[src/rtl/cond_unit_pkg.sv]
// Shared definitions for the processor status / branch-condition unit.
// Condition-code encoding, PSR flag bit positions and the masked PSR merge helper.
package cond_unit_pkg;

  localparam int PSR_W  = 5;
  localparam int FLAG_C = 0;
  localparam int FLAG_L = 1;
  localparam int FLAG_F = 2;
  localparam int FLAG_Z = 3;
  localparam int FLAG_N = 4;

  typedef enum logic [3:0] {
    COND_EQ = 4'd0,
    COND_NE = 4'd1,
    COND_CS = 4'd2,
    COND_CC = 4'd3,
    COND_HI = 4'd4,
    COND_LS = 4'd5,
    COND_GT = 4'd6,
    COND_LE = 4'd7,
    COND_FS = 4'd8,
    COND_FC = 4'd9,
    COND_LO = 4'd10,
    COND_HS = 4'd11,
    COND_LT = 4'd12,
    COND_GE = 4'd13,
    COND_UC = 4'd14,
    COND_NV = 4'd15
  } cond_e;

  typedef enum logic {
    ST_IDLE = 1'b0,
    ST_EVAL = 1'b1
  } qstate_e;

  function automatic logic [PSR_W-1:0] psr_merge(input logic [PSR_W-1:0] old_psr,
                                                 input logic [PSR_W-1:0] new_bits,
                                                 input logic [PSR_W-1:0] mask);
    return (old_psr & ~mask) | (new_bits & mask);
  endfunction

endpackage

[src/rtl/cond_unit_eval.sv]
// Combinational branch-condition evaluator: (flags, cond) -> taken.
// Kept standalone so the decode stage can reuse it.
module cond_eval
  import cond_unit_pkg::*;
(
  input  logic [PSR_W-1:0] flags,
  input  logic [3:0]       cond,
  output logic             taken
);

  logic f_c, f_l, f_f, f_z, f_n;

  assign f_c = flags[FLAG_C];
  assign f_l = flags[FLAG_L];
  assign f_f = flags[FLAG_F];
  assign f_z = flags[FLAG_Z];
  assign f_n = flags[FLAG_N];

  always_comb begin
    taken = 1'b0;
    case (cond_e'(cond))
      COND_EQ: taken = f_z;
      COND_NE: taken = ~f_z;
      COND_CS: taken = f_c;
      COND_CC: taken = ~f_c;
      COND_HI: taken = f_l;
      COND_LS: taken = ~f_l;
      COND_GT: taken = f_n;
      COND_LE: taken = ~f_n;
      COND_FS: taken = f_f;
      COND_FC: taken = ~f_f;
      COND_LO: taken = ~f_l & ~f_z;
      COND_HS: taken = f_l | f_z;
      COND_LT: taken = ~f_n & ~f_z;
      COND_GE: taken = f_n | f_z;
      COND_UC: taken = 1'b1;
      COND_NV: taken = 1'b0;
      default: taken = 1'b0;
    endcase
  end

endmodule

[src/rtl/cond_unit.sv]
// PSR holder, save stack and registered branch-condition query unit.
// Define COND_UNIT_FWD_EN to let a query see the same-edge PSR update.
//
//   state   | meaning
//   ST_IDLE | ready for a query; accept on req_valid
//   ST_EVAL | result presented on resp_valid/resp_taken for one cycle
module cond_unit
  import cond_unit_pkg::*;
#(
  parameter int WIDTH = 16,
  parameter int DEPTH = 4
) (
  input  logic             clk,
  input  logic             reset,
  input  logic [WIDTH-1:0] flag_in,
  input  logic             flag_we,
  input  logic [4:0]       flag_mask,
  input  logic             req_valid,
  output logic             req_ready,
  input  logic [3:0]       req_cond,
  output logic             resp_valid,
  output logic             resp_taken,
  input  logic             push,
  input  logic             pop,
  output logic [4:0]       psr,
  output logic             stk_full,
  output logic             stk_empty,
  output logic             stk_err
);

  localparam int IDX_W = $clog2(DEPTH);
  localparam int SP_W  = IDX_W + 1;

  qstate_e          state_q, state_d;
  logic             ready_q, ready_d;
  logic             valid_q, valid_d;
  logic             taken_q, taken_d;
  logic [PSR_W-1:0] psr_q, psr_d;
  logic [SP_W-1:0]  sp_q, sp_d;
  logic [PSR_W-1:0] stack_q [DEPTH];
  logic [PSR_W-1:0] stack_d [DEPTH];
  logic             full_q, full_d;
  logic             empty_q, empty_d;
  logic             err_q, err_d;

  logic             full_now, empty_now;
  logic             do_push, do_pop;
  logic [SP_W-1:0]  sp_dec;
  logic [PSR_W-1:0] eval_flags;
  logic             eval_taken;
  logic             unused_flag_bits;

  assign unused_flag_bits = ^flag_in[WIDTH-1:PSR_W];

  assign full_now  = (sp_q == SP_W'(DEPTH));
  assign empty_now = (sp_q == '0);
  assign do_push   = push & ~pop;
  assign do_pop    = pop & ~push;
  assign sp_dec    = sp_q - SP_W'(1);

  // PSR and stack next state; push+pop together leaves both untouched
  always_comb begin
    psr_d   = psr_q;
    sp_d    = sp_q;
    stack_d = stack_q;
    err_d   = err_q;
    if (do_pop) begin
      if (empty_now) begin
        err_d = 1'b1;
      end else begin
        psr_d = stack_q[sp_dec[IDX_W-1:0]];
        sp_d  = sp_dec;
      end
    end else if (!(push && pop)) begin
      if (do_push) begin
        if (full_now) begin
          err_d = 1'b1;
        end else begin
          stack_d[sp_q[IDX_W-1:0]] = psr_q;
          sp_d = sp_q + SP_W'(1);
        end
      end
      if (flag_we) begin
        psr_d = psr_merge(psr_q, flag_in[PSR_W-1:0], flag_mask);
      end
    end
    full_d  = (sp_d == SP_W'(DEPTH));
    empty_d = (sp_d == '0);
  end

`ifdef COND_UNIT_FWD_EN
  assign eval_flags = psr_d;
`else
  assign eval_flags = psr_q;
`endif

  cond_eval u_cond_eval (
    .flags (eval_flags),
    .cond  (req_cond),
    .taken (eval_taken)
  );

  always_comb begin
    state_d = state_q;
    taken_d = taken_q;
    case (state_q)
      ST_IDLE: begin
        if (req_valid) begin
          state_d = ST_EVAL;
          taken_d = eval_taken;
        end
      end
      ST_EVAL: state_d = ST_IDLE;
      default: state_d = ST_IDLE;
    endcase
    ready_d = (state_d == ST_IDLE);
    valid_d = (state_d == ST_EVAL);
  end

  always_ff @(posedge clk or posedge reset) begin
    if (reset) begin
      state_q <= ST_IDLE;
      ready_q <= 1'b1;
      valid_q <= 1'b0;
      taken_q <= 1'b0;
      psr_q   <= '0;
      sp_q    <= '0;
      full_q  <= 1'b0;
      empty_q <= 1'b1;
      err_q   <= 1'b0;
      for (int i = 0; i < DEPTH; i++) begin
        stack_q[i] <= '0;
      end
    end else begin
      state_q <= state_d;
      ready_q <= ready_d;
      valid_q <= valid_d;
      taken_q <= taken_d;
      psr_q   <= psr_d;
      sp_q    <= sp_d;
      full_q  <= full_d;
      empty_q <= empty_d;
      err_q   <= err_d;
      stack_q <= stack_d;
    end
  end

  assign req_ready  = ready_q;
  assign resp_valid = valid_q;
  assign resp_taken = taken_q;
  assign psr        = psr_q;
  assign stk_full   = full_q;
  assign stk_empty  = empty_q;
  assign stk_err    = err_q;

endmodule

[config.mk]
export PLATFORM = sky130hd
export DESIGN_NAME = cond_unit
export DESIGN_NICKNAME = d
export VERILOG_FILES = /design/src/rtl/cond_unit_pkg.sv /design/src/rtl/cond_unit_eval.sv /design/src/rtl/cond_unit.sv
export SDC_FILE = /design/constraint.sdc
export NUM_CORES = 1
export LEC_CHECK = 0
export ABC_CLOCK_PERIOD_IN_PS = 4800
export BUFFER_PORTS_ARGS = -buffer_cell sky130_fd_sc_hd__buf_2
export CAP_MARGIN = 20
export CORE_ASPECT_RATIO = 0.8
export CORE_MARGIN = 2
export CORE_UTILIZATION = 50
export DETAILED_ROUTE_END_ITERATION = 8
export GPL_TIMING_DRIVEN = 0
export PLACE_DENSITY = 0.73
export SETUP_SLACK_MARGIN = 0.2
export SLEW_MARGIN = 15
export SYNTH_ARGS = -nofsm -noshare
export SYNTH_HDL_FRONTEND = slang
export SYNTH_SLANG_ARGS = --single-unit
[constraint.sdc]
create_clock -name clk -period 4.8 [get_ports clk]
set_input_delay 0.24 -clock clk [delete_from_list [all_inputs] [get_ports clk]]
set_output_delay 0.24 -clock clk [all_outputs]
set_load 0.02 [all_outputs]
Yosys cells after proc, flatten, opt, wreduce, memory -nomap -nowiden
Index checks and enable logic that the tools add are counted.
{"block": "totals", "ff_bits": 34, "output_inout_bits": 11}
{"block": "op_classes", "addsub": 2, "magnitude_cmp": 3, "n_eq_ne": 20, "mux": 23, "bitwise_logic": 24, "reduce_logical": 12}
{"operator": "two-way mux 5 bit", "count": 7}
{"operator": "equality test 4 bit (second input constant)", "count": 8}
{"operator": "bitwise mux 20 bit", "count": 1}
{"operator": "equality test 4 x 3 -> 1 bit (second input constant)", "count": 4}
{"operator": "case mux 1 bit (16 select lines)", "count": 1}
{"operator": "two-way mux 3 bit", "count": 5}
{"operator": "inverter 1 bit", "count": 12}
{"operator": "bitwise AND 5 bit", "count": 2}
{"operator": "binary-select mux 5 bit (select 2 bit)", "count": 1}
{"operator": "demux 5 bit (select 2 bit)", "count": 1}
{"operator": "equality test 4 x 2 -> 1 bit (second input constant)", "count": 2}
{"operator": "AND reduction 4 bit", "count": 2}
{"operator": "equality test 3 bit (second input constant)", "count": 2}
{"operator": "greater-or-equal comparator 3 bit (second input constant)", "count": 2}
{"operator": "zero test 3 bit", "count": 2}
{"operator": "two-way mux 1 bit", "count": 6}
{"operator": "!= test 2 bit (second input constant)", "count": 3}
{"operator": "inverter 2 -> 3 bit", "count": 2}
{"operator": "nonzero test 2 bit", "count": 3}
{"operator": "inverter 5 bit", "count": 1}
{"operator": "bitwise OR 5 bit", "count": 1}
{"operator": "bitwise AND 1 bit", "count": 4}
{"operator": "equality test 4 x 1 -> 1 bit (second input constant)", "count": 1}
{"operator": "zero test 4 bit", "count": 1}
{"operator": "8 further kinds", "count": 10}

Logic depth before layout (Yosys ltp)
Gate-level depths: netlist of run 1.
{"block": "depth", "ltp_word": 7, "ltp_mapped": 8, "ltp_nobuf": 7}

Modules after synthesis
A second synthesis of run 1 with hierarchy kept.
{"block": "hier_totals", "cells_unflattened": 156, "area_unflattened_um2": 1848.0}
{"module": "cond_unit", "instances": 1, "cells_each": 133, "area_per_inst_um2": 1664.1, "seq_area_each_um2": 853.3}
{"module": "cond_eval", "instances": 1, "cells_each": 23, "area_per_inst_um2": 183.9, "seq_area_each_um2": 0.0}

Worst setup path after synthesis of run 1
OpenSTA, ideal clock, no wires.
{"block": "synth_path", "path_type": "reg2reg", "startpoint": "register sp_q[0]", "endpoint": "register with a tool-made name", "arrival_time_ns": 2.068, "required_ns": 4.671, "setup_slack_ns": 2.603, "path_stages_with_launch": 8, "n_path_buf": 2, "synth_period_minus_slack_ns": 2.197, "path_cell_list": "dfrtp_1 > clkbuf_1 > inv_1 > ha_1 > clkbuf_1 > mux4_2 > a21oi_1 > o2bb2ai_1"}
{"item": "start: declaration", "line_no": "cond_unit.sv:39", "rtl": "logic [SP_W-1:0] sp_q, sp_d;"}
{"item": "start signal: assignment", "line_no": "cond_unit.sv:140", "rtl": "sp_q <= sp_d;"}

==> flow_summary.json, run 1 <==
{
  "timing.hold.ws_ps": 63.1,
  "clk_pin_slew_ps": 70,
  "yosysSeqAreaShare_pct": 46.7,
  "track_usage_pct": 20.9,
  "nNetsFinal": 229,
  "drv_cap": 0,
  "finalPower_uw": 1190,
  "clock_power_share_pct": 18.2,
  "grt_pass1_vias": 1334,
  "endpoint_kind": "register",
  "post-route-min-period_ps": 2690,
  "slew_headroom_pct": 43.7,
  "dp_hpwl_mm": 2.87,
  "netlist_instances": 159,
  "die_w_microns": 71.6,
  "slowest_stage": "o31ai_1",
  "coreArea_sq_um": 3470,
  "cts_max_level": 2,
  "drt_wl_total_mm": 3.98,
  "die_area_sq_um": 4150,
  "grt_pass1_wl_mm": 6.43,
  "final.fill_count": 296,
  "grt-ovfl-total": 0,
  "crit_buf_inv": 2,
  "finalSetupViolations": 0,
  "wl_per_cell_microns": 16.9,
  "worst_pin_slew_ps": 837,
  "initial_core_util_pct": 52.6,
  "ant_nets": 0,
  "worstPathMaxFanout": 8,
  "layout-drive-gt1-share_pct": 33.5,
  "tritoncts": "done",
  "synth_compound_area_share_pct": 14.4,
  "rows": 19,
  "drt-initial-drc-count": 121,
  "rsz0062_at_grt": "no",
  "syn_area_sq_um": 1830,
  "critical_path_class": "reg -> reg",
  "cts_buffers": 5,
  "crit_arrival_ps": 2840,
  "routabilityCongestion": 0.819,
  "clk_latency_ps": 290,
  "drtPass1Iterations": 4,
  "sw_frac_of_total_pct": 36.0,
  "n_antenna_cell": 0,
  "hold_viol_final": 0,
  "power_switching_uw": 429,
  "grt_max_degree": 35,
  "path_cells": "clkbuf_1, inv_1, ha_1, nor2b_1, o31ai_1, o21ai_0, o2bb2ai_1",
  "crit_path_max_incr_delay_ps": 700,
  "fin_area_sq_um": 2100,
  "dr_total_vias": 1397,
  "synth.distinct_cells": 37,
  "maxSlewViolCount": 0,
  "cts_hold_buf": 0,
  "vias_per_cell": 5.92,
  "timing.reg2reg.setup_slack_ps": 2110,
  "crit_required_ps": 4950,
  "yosys_warnings": 0,
  "fin_worst_skew_ps": 2.80,
  "post_synth_and_or_nand_nor_area_fraction_pct": 11.9,
  "drc": 0,
  "fmax_ghz": 0.372,
  "peakVddDrop_v": 0.000282,
  "place_area_sq_um": 2010,
  "hold_path.class": "in -> async",
  "cp_top_family": "compound AO/OA/AOI/OAI gates",
  "postSynthAreaPerCell_sq_um": 11.5,
  "root_buffer": "clkbuf_8",
  "die-height_microns": 58.0,
  "portBuffers": 27,
  "finalCritPeriodShare_pct": 56.0,
  "cts.sinks": 34,
  "areaGrowthSynthToFinish_pct": 15.3,
  "antenna_found_initial": 0,
  "p_comb_share_pct": 40.8,
  "post-cts-setup-buffer-count": 0,
  "syn-num-nets": 195,
  "synth_xor_area_share_pct": 0.960,
  "power.internal_uw": 763,
  "outcome": "complete, no violations",
  "start_kind": "register",
  "sequentialPowerShare_pct": 41.1,
  "fin_tns_setup_ps": 0,
  "p_leak_uw": 0.000989,
  "ctsResizeCount": 0,
  "io_pins": 42,
  "synth_adder_area_share_pct": 3.43,
  "ys_ff_latch": 34,
  "cts.path.max_buffers": 2,
  "synth_top_family_by_area": "multiplexers",
  "synthMuxAreaShare_pct": 19.7,
  "p_per_area_nw_per_um2": 566
}
==> synth_stat cells, drive strengths merged <==
cell type / count / area (sq um)
a221oi: 1 / 8.76
nor2: 4 / 15.0
a2bb2oi: 1 / 8.76
nor3: 2 / 10.0
dfrtp: 32 / 801
a211oi: 2 / 15.0
o221ai: 2 / 17.5
nand3: 1 / 5.00
a21oi: 9 / 45.0
nand2: 8 / 30.0
mux2i: 1 / 10.0
and2: 1 / 6.26
and3: 5 / 31.3
a21o: 2 / 15.0
o31ai: 2 / 15.0
a32o: 1 / 10.0
clkbuf: 7 / 26.3
o211a: 1 / 10.0
o2bb2ai: 5 / 43.8
or2: 1 / 6.26
nor2b: 5 / 31.3
nand2b: 5 / 31.3
dfstp: 2 / 52.6
a221o: 1 / 10.0
and4bb: 1 / 12.5
nand3b: 1 / 7.51
o21bai: 1 / 7.51
or3: 2 / 12.5
and3b: 1 / 8.76
xor2: 2 / 17.5
inv: 7 / 26.3
mux4: 5 / 113
ha: 5 / 62.6
nor4bb: 1 / 10.0
a31oi: 1 / 6.26
o21ai: 10 / 50.1
mux2: 21 / 236
==> kinds of logic after synthesis <==
family                     count (synthesis)
and+or+nand+nor                           38
buffers and inverters                     14
muxes                                     27
adders and majority gates                  5
xor gates and xnor gates                   2
DFF                                       34
AOI/OAI and AO/OA                         39
==> per-stage QoR <==
step	setup slack, ps	utilization, %	std cells
floorplan	2600	-	159
finish	2110	60.6	236
global placement	2230	58.0	228
CTS	2130	60.6	236
detailed placement	2150	58.0	228
global route	1950	60.6	236
==> layout make-up <==
type,instances,area [sq um],area share [%]
plain buffers,7,26.3,1.25
repair buffers,27,135,6.42
well taps,42,52.6,2.50
flip-flops and latches,34,853,40.5
clock inverters,1,5.00,0.238
inverters,7,26.3,1.25
multi-input cells,111,920,43.7
clock buffers,7,86.3,4.10
==> path summary, 6_finish.rpt <==
kind / from / endpoint / cells after the start
worst min register to register: stk_err / stk_err / 1
worst max-delay path: sp_q[0] / register / 7
max in group asynchronous: reset / stack_q[12] / 2
min in group clk: flag_mask[0] / register / 3
worst min-delay path: reset / resp_valid / 2
worst max register to register: sp_q[0] / register / 7
==> metal layers <==
layer	share of wire, %	GRT usage [%]	vias to the layer above	routed length (microns)
li1	-	-	657	-
met1	48	28.4	699	1900
met2	46	31.1	31	1830
met3	4.3	6.26	10	171
met4	2.0	9.16	0	78
met5	0	0	-	0
==> power groups by stage <==
stage	sequential (uW)	combinational (uW)	clock, uW
after floorplan	506	340	0
after global placement	481	471	0
final	490	486	216
after detailed placement	493	489	0
after global routing	503	532	234
after CTS	488	490	219
==> placed cells by master (no fill, tap or decap), drive strengths merged, types with 4 or more instances in the layout <==
master,netlist,routed
a21oi,9,9
and3,5,5
buf,0,27
clkbuf,7,14
dfrtp,32,32
ha,5,5
inv,7,7
mux2,21,21
mux4,5,5
nand2,8,8
nand2b,5,5
nor2,4,4
nor2b,5,5
o21ai,10,10
o2bb2ai,5,5
(Power assumes the default switching activity.)
==> inputs of run 2 (changes only) <==
--- a/config.mk
+++ b/config.mk
@@ -5,12 +5,12 @@
 export SDC_FILE = /design/constraint.sdc
 export NUM_CORES = 1
 export LEC_CHECK = 0
-export ABC_CLOCK_PERIOD_IN_PS = 4800
+export ABC_CLOCK_PERIOD_IN_PS = 2300
 export BUFFER_PORTS_ARGS = -buffer_cell sky130_fd_sc_hd__buf_2
 export CAP_MARGIN = 20
 export CORE_ASPECT_RATIO = 0.8
 export CORE_MARGIN = 2
-export CORE_UTILIZATION = 50
+export CORE_UTILIZATION = 48
 export DETAILED_ROUTE_END_ITERATION = 8
 export GPL_TIMING_DRIVEN = 0
 export PLACE_DENSITY = 0.73
==> constraint.sdc (replaced) <==
create_clock -name clk -period 2.3 [get_ports clk]
set_input_delay 0.115 -clock clk [delete_from_list [all_inputs] [get_ports clk]]
set_output_delay 0.115 -clock clk [all_outputs]
set_load 0.02 [all_outputs]
==> run 2 against run 1 <==
Clock skew grew 2.8 ps; count of clock-buffer cells in the layout is the same; register-to-register slack lost 1800 ps; worst setup slack lost 1800 ps; via count grew 2.2%; hold slack gained 82 ps; combinational power grew 140%; global-route usage grew 1.9 points; core utilization shrank 1.4 points; total power grew 130%; critical path type unchanged; largest cell class unchanged.
==> flow_summary.json, run 2 (same netlist as run 1, synthesis figures left out) <==
{
  "hold_viol_final": 0,
  "drt-initial-drc-count": 91,
  "place_ws_ps": -192,
  "critical_path_class": "reg -> reg",
  "timing.hold.ws_ps": 145,
  "grt-ovfl-total": 0,
  "peakVddDrop_v": 0.000524,
  "io_pins": 42,
  "rsz0062_at_grt": "yes",
  "tritoncts": "done",
  "worstPathMaxFanout": 5,
  "outcome": "complete, no violations",
  "die-height_microns": 59.2,
  "clk_latency_ps": 280,
  "track_usage_pct": 22.8,
  "p_per_area_nw_per_um2": 1250,
  "vias_per_cell": 5.90,
  "place_area_sq_um": 2020,
  "cts_max_level": 2,
  "dr_total_vias": 1428,
  "layout-drive-gt1-share_pct": 37.9,
  "clock_power_share_pct": 19.3,
  "coreArea_sq_um": 3730,
  "layout_commonest_cell": "dfrtp_1",
  "cts_buffers": 5,
  "fmax_ghz": 0.496,
  "p_comb_share_pct": 42.9,
  "clk_pin_slew_ps": 70,
  "power_switching_uw": 972,
  "drt_wl_total_mm": 4.40,
  "routabilityCongestion": 0.801,
  "grt_pass1_wl_mm": 7.13,
  "start_kind": "register",
  "portBuffers": 27,
  "grt_pass1_vias": 1434,
  "p_leak_uw": 0.00103,
  "ant_nets": 0,
  "power.internal_uw": 1780,
  "finalSetupViolations": 0,
  "endpoint_kind": "register",
  "areaGrowthSynthToFinish_pct": 20.9,
  "wl_per_cell_microns": 18.2,
  "nNetsFinal": 233,
  "fin_area_sq_um": 2210,
  "finalCritPeriodShare_pct": 87.7,
  "die_w_microns": 73.0,
  "fin_worst_skew_ps": 5.64,
  "maxSlewViolCount": 0,
  "grt_max_degree": 35,
  "post-route-min-period_ps": 2020,
  "drtPass1Iterations": 4,
  "worst_pin_slew_ps": 695,
  "final.fill_count": 308,
  "sw_frac_of_total_pct": 35.4,
  "die_area_sq_um": 4320,
  "initial_core_util_pct": 49.0,
  "antenna_found_initial": 0,
  "fin_tns_setup_ps": 0,
  "hold_path.class": "in -> reg",
  "crit_required_ps": 2490,
  "layout_setup_ws_ps": 283,
  "final_cell_mix": "32 x dfrtp_1, 27 x buf_2, 21 x mux2_2",
  "drc": 0,
  "cts.sinks": 34,
  "root_buffer": "clkbuf_8",
  "dp_hpwl_mm": 2.94,
  "cts.path.max_buffers": 2,
  "slew_headroom_pct": 53.6,
  "crit_arrival_ps": 2210,
  "drv_cap": 0,
  "rows": 20,
  "sequentialPowerShare_pct": 37.8,
  "n_antenna_cell": 0
}
-- run 2: cell count changes in the layout (fill, tap and decap cells not counted), moves of 2 or more --
cell,delta
buf_4,+3
a21oi_1,-2
nor2b_4,+2
nor2b_1,-2
a21oi_2,+2
-- run 2: layer usage --
metal	vias up	track usage, %	wire length (microns)
li1	658	-	-
met1	710	27.7	1840
met2	49	37.3	2230
met3	11	8.16	232
met4	0	9.26	91
met5	-	0	0
-- run 2: what timing repair did --
item                       CTS  global route
setup buffers                0             3
setup endpoints to repair   28            28
gates cloned                 0             0
gates resized for setup     10             5
hold endpoints to repair    32             0
hold buffers                 1             0
-- run 2: power by group through the flow --
stage	Clock, uW	Sequential, uW	Combinational (uW)
after global placement	0	1010	984
after global routing	573	1070	1290
after floorplan	0	1060	712
final	531	1040	1180
after CTS	541	1030	1090
after detailed placement	0	1030	1040
-- run 2: worst max-delay path, stage by stage, from the launching register on --
cell and delay, ps:
dfrtp_1 430, buf_8 150, inv_1 110, ha_1 290, nor2b_4 250, nor3_1 90, or3_1 370, a211oi_1 240
-- run 2: per-stage QoR --
stage | total power, uW | std cells | utilization (%)
floorplan | 1770 | 159 | -
global placement | 1990 | 230 | 54.1
detailed placement | 2070 | 230 | 54.1
CTS | 2660 | 239 | 58.2
global route | 2930 | 242 | 59.2
finish | 2750 | 242 | 59.2
-- run 2: cell type report --
cell class                 count  area (sq um)  area share [%]
clock inverter                 1          30.0            1.36
multi-input combinational    111           953            43.2
clock buffer                   7          76.3            3.46
buffer                         7          45.0            2.04
tap                           44          55.1            2.49
timing repair buffer          31           168            7.60
sequential                    34           853            38.7
inverter                       7          26.3            1.19
-- run 2: path summary, 6_finish.rpt --
check	slack, ps	cells past startpoint	end	start
worst min-delay path	150	2	resp_valid	req_valid
worst min register to register	450	1	stk_err	stk_err
worst max register to register	280	7	stk_full	sp_q[0]
max in group asynchronous	1370	3	sp_q[1]	reset
worst max-delay path	280	7	stk_full	sp_q[0]
min in group asynchronous	480	3	stack_q[9]	reset
==> inputs of run 3 (changes only) <==
--- a/config.mk
+++ b/config.mk
@@ -5,11 +5,11 @@
 export SDC_FILE = /design/constraint.sdc
 export NUM_CORES = 1
 export LEC_CHECK = 0
+export ABC_AREA = 1
 export ABC_CLOCK_PERIOD_IN_PS = 2300
 export BUFFER_PORTS_ARGS = -buffer_cell sky130_fd_sc_hd__buf_2
 export CAP_MARGIN = 20
 export CORE_ASPECT_RATIO = 0.8
-export CORE_MARGIN = 2
 export CORE_UTILIZATION = 48
 export DETAILED_ROUTE_END_ITERATION = 8
 export GPL_TIMING_DRIVEN = 0
==> run 3 against run 2 <==
Non-clock buffer count shrank 4; sequential share of layout area up 0.49 points; clock skew up 0.77 ps; flip-flop and latch count is the same; total power shrank 2.8%; final cell count grew 33%; count of clock-buffer cells in the layout shrank 2; combinational power is 4% lower; cell area is 1.2% lower; core utilization increased by 1.9 points; critical path type unchanged; largest power group unchanged.
==> flow_summary.json, run 3 <==
{
  "post-cts-setup-buffer-count": 0,
  "rows": 19,
  "dr_total_vias": 1606,
  "endpoint_kind": "register",
  "die_w_microns": 71.6,
  "layout-drive-gt1-share_pct": 22.8,
  "maxSlewViolCount": 0,
  "vias_per_cell": 4.97,
  "track_usage_pct": 21.1,
  "finalCritPeriodShare_pct": 81.5,
  "clk_pin_slew_ps": 70,
  "cts_max_level": 2,
  "worstPathMaxFanout": 12,
  "yosysSeqAreaShare_pct": 45.9,
  "worst_pin_slew_ps": 674,
  "drc": 0,
  "synth_ff_type": "dfrtp_1",
  "synth.distinct_cells": 25,
  "slew_headroom_pct": 55.0,
  "root_buffer": "clkbuf_8",
  "grt-ovfl-total": 0,
  "grt_pass1_vias": 1343,
  "synth.area.top_cells": "dfrtp_1 43%, nand2_1 13%, o21ai_0 11%, nor2_1 6.3%, inv_1 4.8%",
  "coreArea_sq_um": 3570,
  "antenna_found_initial": 0,
  "routabilityCongestion": 0.842,
  "fmax_ghz": 0.533,
  "initial_core_util_pct": 52.1,
  "yosys_warnings": 0,
  "crit_arrival_ps": 2050,
  "p_leak_uw": 0.00115,
  "crit_required_ps": 2470,
  "hold_path.class": "in -> reg",
  "critical_path_class": "reg -> reg",
  "nNetsFinal": 316,
  "drv_cap": 0,
  "dp_hpwl_mm": 2.82,
  "route.met2.wl_mm": 1.62,
  "cts.sinks": 34,
  "syn-num-nets": 278,
  "die_area_sq_um": 4130,
  "synthTopCellsByCount": "62 x nand2_1, 42 x o21ai_0, 32 x dfrtp_1",
  "synth_top_area_share_pct": 43.1,
  "post-route-min-period_ps": 1880,
  "n_antenna_cell": 0,
  "wl_per_cell_microns": 12.1,
  "rsz0062_at_grt": "no",
  "synth_edf_count": 0,
  "finalSetupViolations": 0,
  "place_inst": 314,
  "yosysMostFrequentCell": "nand2_1",
  "synth_top_cell_by_area": "dfrtp_1",
  "die-height_microns": 57.7,
  "synth_async_sr_flop_share_pct": 100,
  "final_cells": 323,
  "route.top_layer_used": "met4",
  "drt_wl_total_mm": 3.91,
  "drt-initial-drc-count": 83,
  "wl_met1_mm": 2.10,
  "dr_wl_met3_microns": 171,
  "start_kind": "register",
  "layout_commonest_cell": "nand2_1",
  "postSynthAreaPerCell_sq_um": 7.68,
  "areaGrowthSynthToFinish_pct": 17.3,
  "ant_nets": 0,
  "drtPass1Iterations": 4,
  "fin_worst_skew_ps": 6.41,
  "clk_latency_ps": 290,
  "cts_buffers": 5,
  "netlist_instances": 242,
  "fin_util_pct": 61.1,
  "cts.path.max_buffers": 2,
  "p_per_area_nw_per_um2": 1230,
  "portBuffers": 30,
  "hold_viol_final": 0,
  "peakVddDrop_v": 0.000522,
  "io_pins": 42,
  "final_cell_mix": "62 x nand2_1, 42 x o21ai_0, 32 x buf_2, 32 x dfrtp_1, 31 x nor2_1",
  "ys_ff_latch": 34,
  "grt_pass1_wl_mm": 6.47,
  "grt_max_degree": 35,
  "syn_area_sq_um": 1860,
  "outcome": "complete, no violations",
  "tritoncts": "done",
  "fin_tns_setup_ps": 0,
  "final.fill_count": 340
}
==> run 3: cell types whose count changed in the layout (fill, tap and decap cells not counted), sizes merged, moves of 7 or more <==
| cell | change |
|---|---|
| nand2 | +62 |
| o21ai | +38 |
| nor2 | +31 |
| mux2 | -21 |
| inv | +20 |
| clkbuf | -7 |
| nand3 | +7 |
==> run 3: kinds of logic after synthesis <==
logic type	Yosys count	share of synthesized area [%]
AO/OA/AOI/OAI	58	16.8
XOR/XNOR	2	1.35
adder cells (fa/ha/maj)	5	3.37
buffers and inverters	30	6.73
flip-flops	34	45.9
AND/OR/NAND/NOR	113	25.8
==> run 3: layout make-up <==
type | instances | area, sq um | share of cell area [%]
tap | 42 | 52.6 | 2.41
timing repair buffer | 31 | 160 | 7.35
clock buffer | 5 | 68.8 | 3.16
multi-input combinational | 178 | 880 | 40.4
buffer | 3 | 21.3 | 0.976
sequential | 34 | 853 | 39.2
clock inverter | 3 | 40.0 | 1.84
inverter | 27 | 104 | 4.76
==> run 3: final timing paths <==
| kind | cells past startpoint | slack, ps | to | from |
|---|---|---|---|---|
| max in group asynchronous | 3 | 1390 | stack_q[4] | reset |
| hold / removal | 3 | 50 | resp_valid | req_valid |
| min in group asynchronous | 3 | 470 | asynchronous set/reset pin | reset |
| hold reg to reg | 1 | 430 | resp_valid | resp_valid |
| setup / recovery | 8 | 420 | register | sp_q[0] |
| setup reg to reg | 8 | 420 | register | sp_q[0] |
==> run 3: layer usage <==
layer / vias to the layer above / global-route usage (%)
li1: 847 / -
met5: - / 0
met2: 36 / 30.3
met1: 719 / 31.7
met3: 4 / 5.22
met4: 0 / 6.44
==> run 3: power by group <==
part           total (uW)  internal (uW)  switching, uW
logic                1130            400            728
registers            1000            849            155
clock network         541            319            222
total                2670           1570           1100
==> run 3: what timing repair did <==
| item | 4_1_cts | 5_1_grt |
|---|---|---|
| resized for setup | 0 | 0 |
| hold buffers | 1 | 0 |
| endpoints found under the hold margin | 32 | 0 |
==> run 3: critical path, stage by stage (launching register included) <==
cell,delay [ps]
dfrtp_1,390
inv_1,80
buf_2,210
ha_1,480
inv_1,160
o21ai_0,130
o22ai_1,100
o21ai_0,150
nand2_1,60
==> run 3: metrics by stage <==
stage / hold slack, ps / total power [uW] / setup WS (ps) / cell area [sq um]
finish: 47.9 / 2670 / 425 / 2180
global route: 48.2 / 2900 / 253 / 2180
CTS: 51.0 / 2680 / 407 / 2180
detailed placement: 266 / 2130 / 419 / 2060
global placement: 352 / 2110 / 442 / 2060
floorplan: 235 / 1820 / 775 / 1860
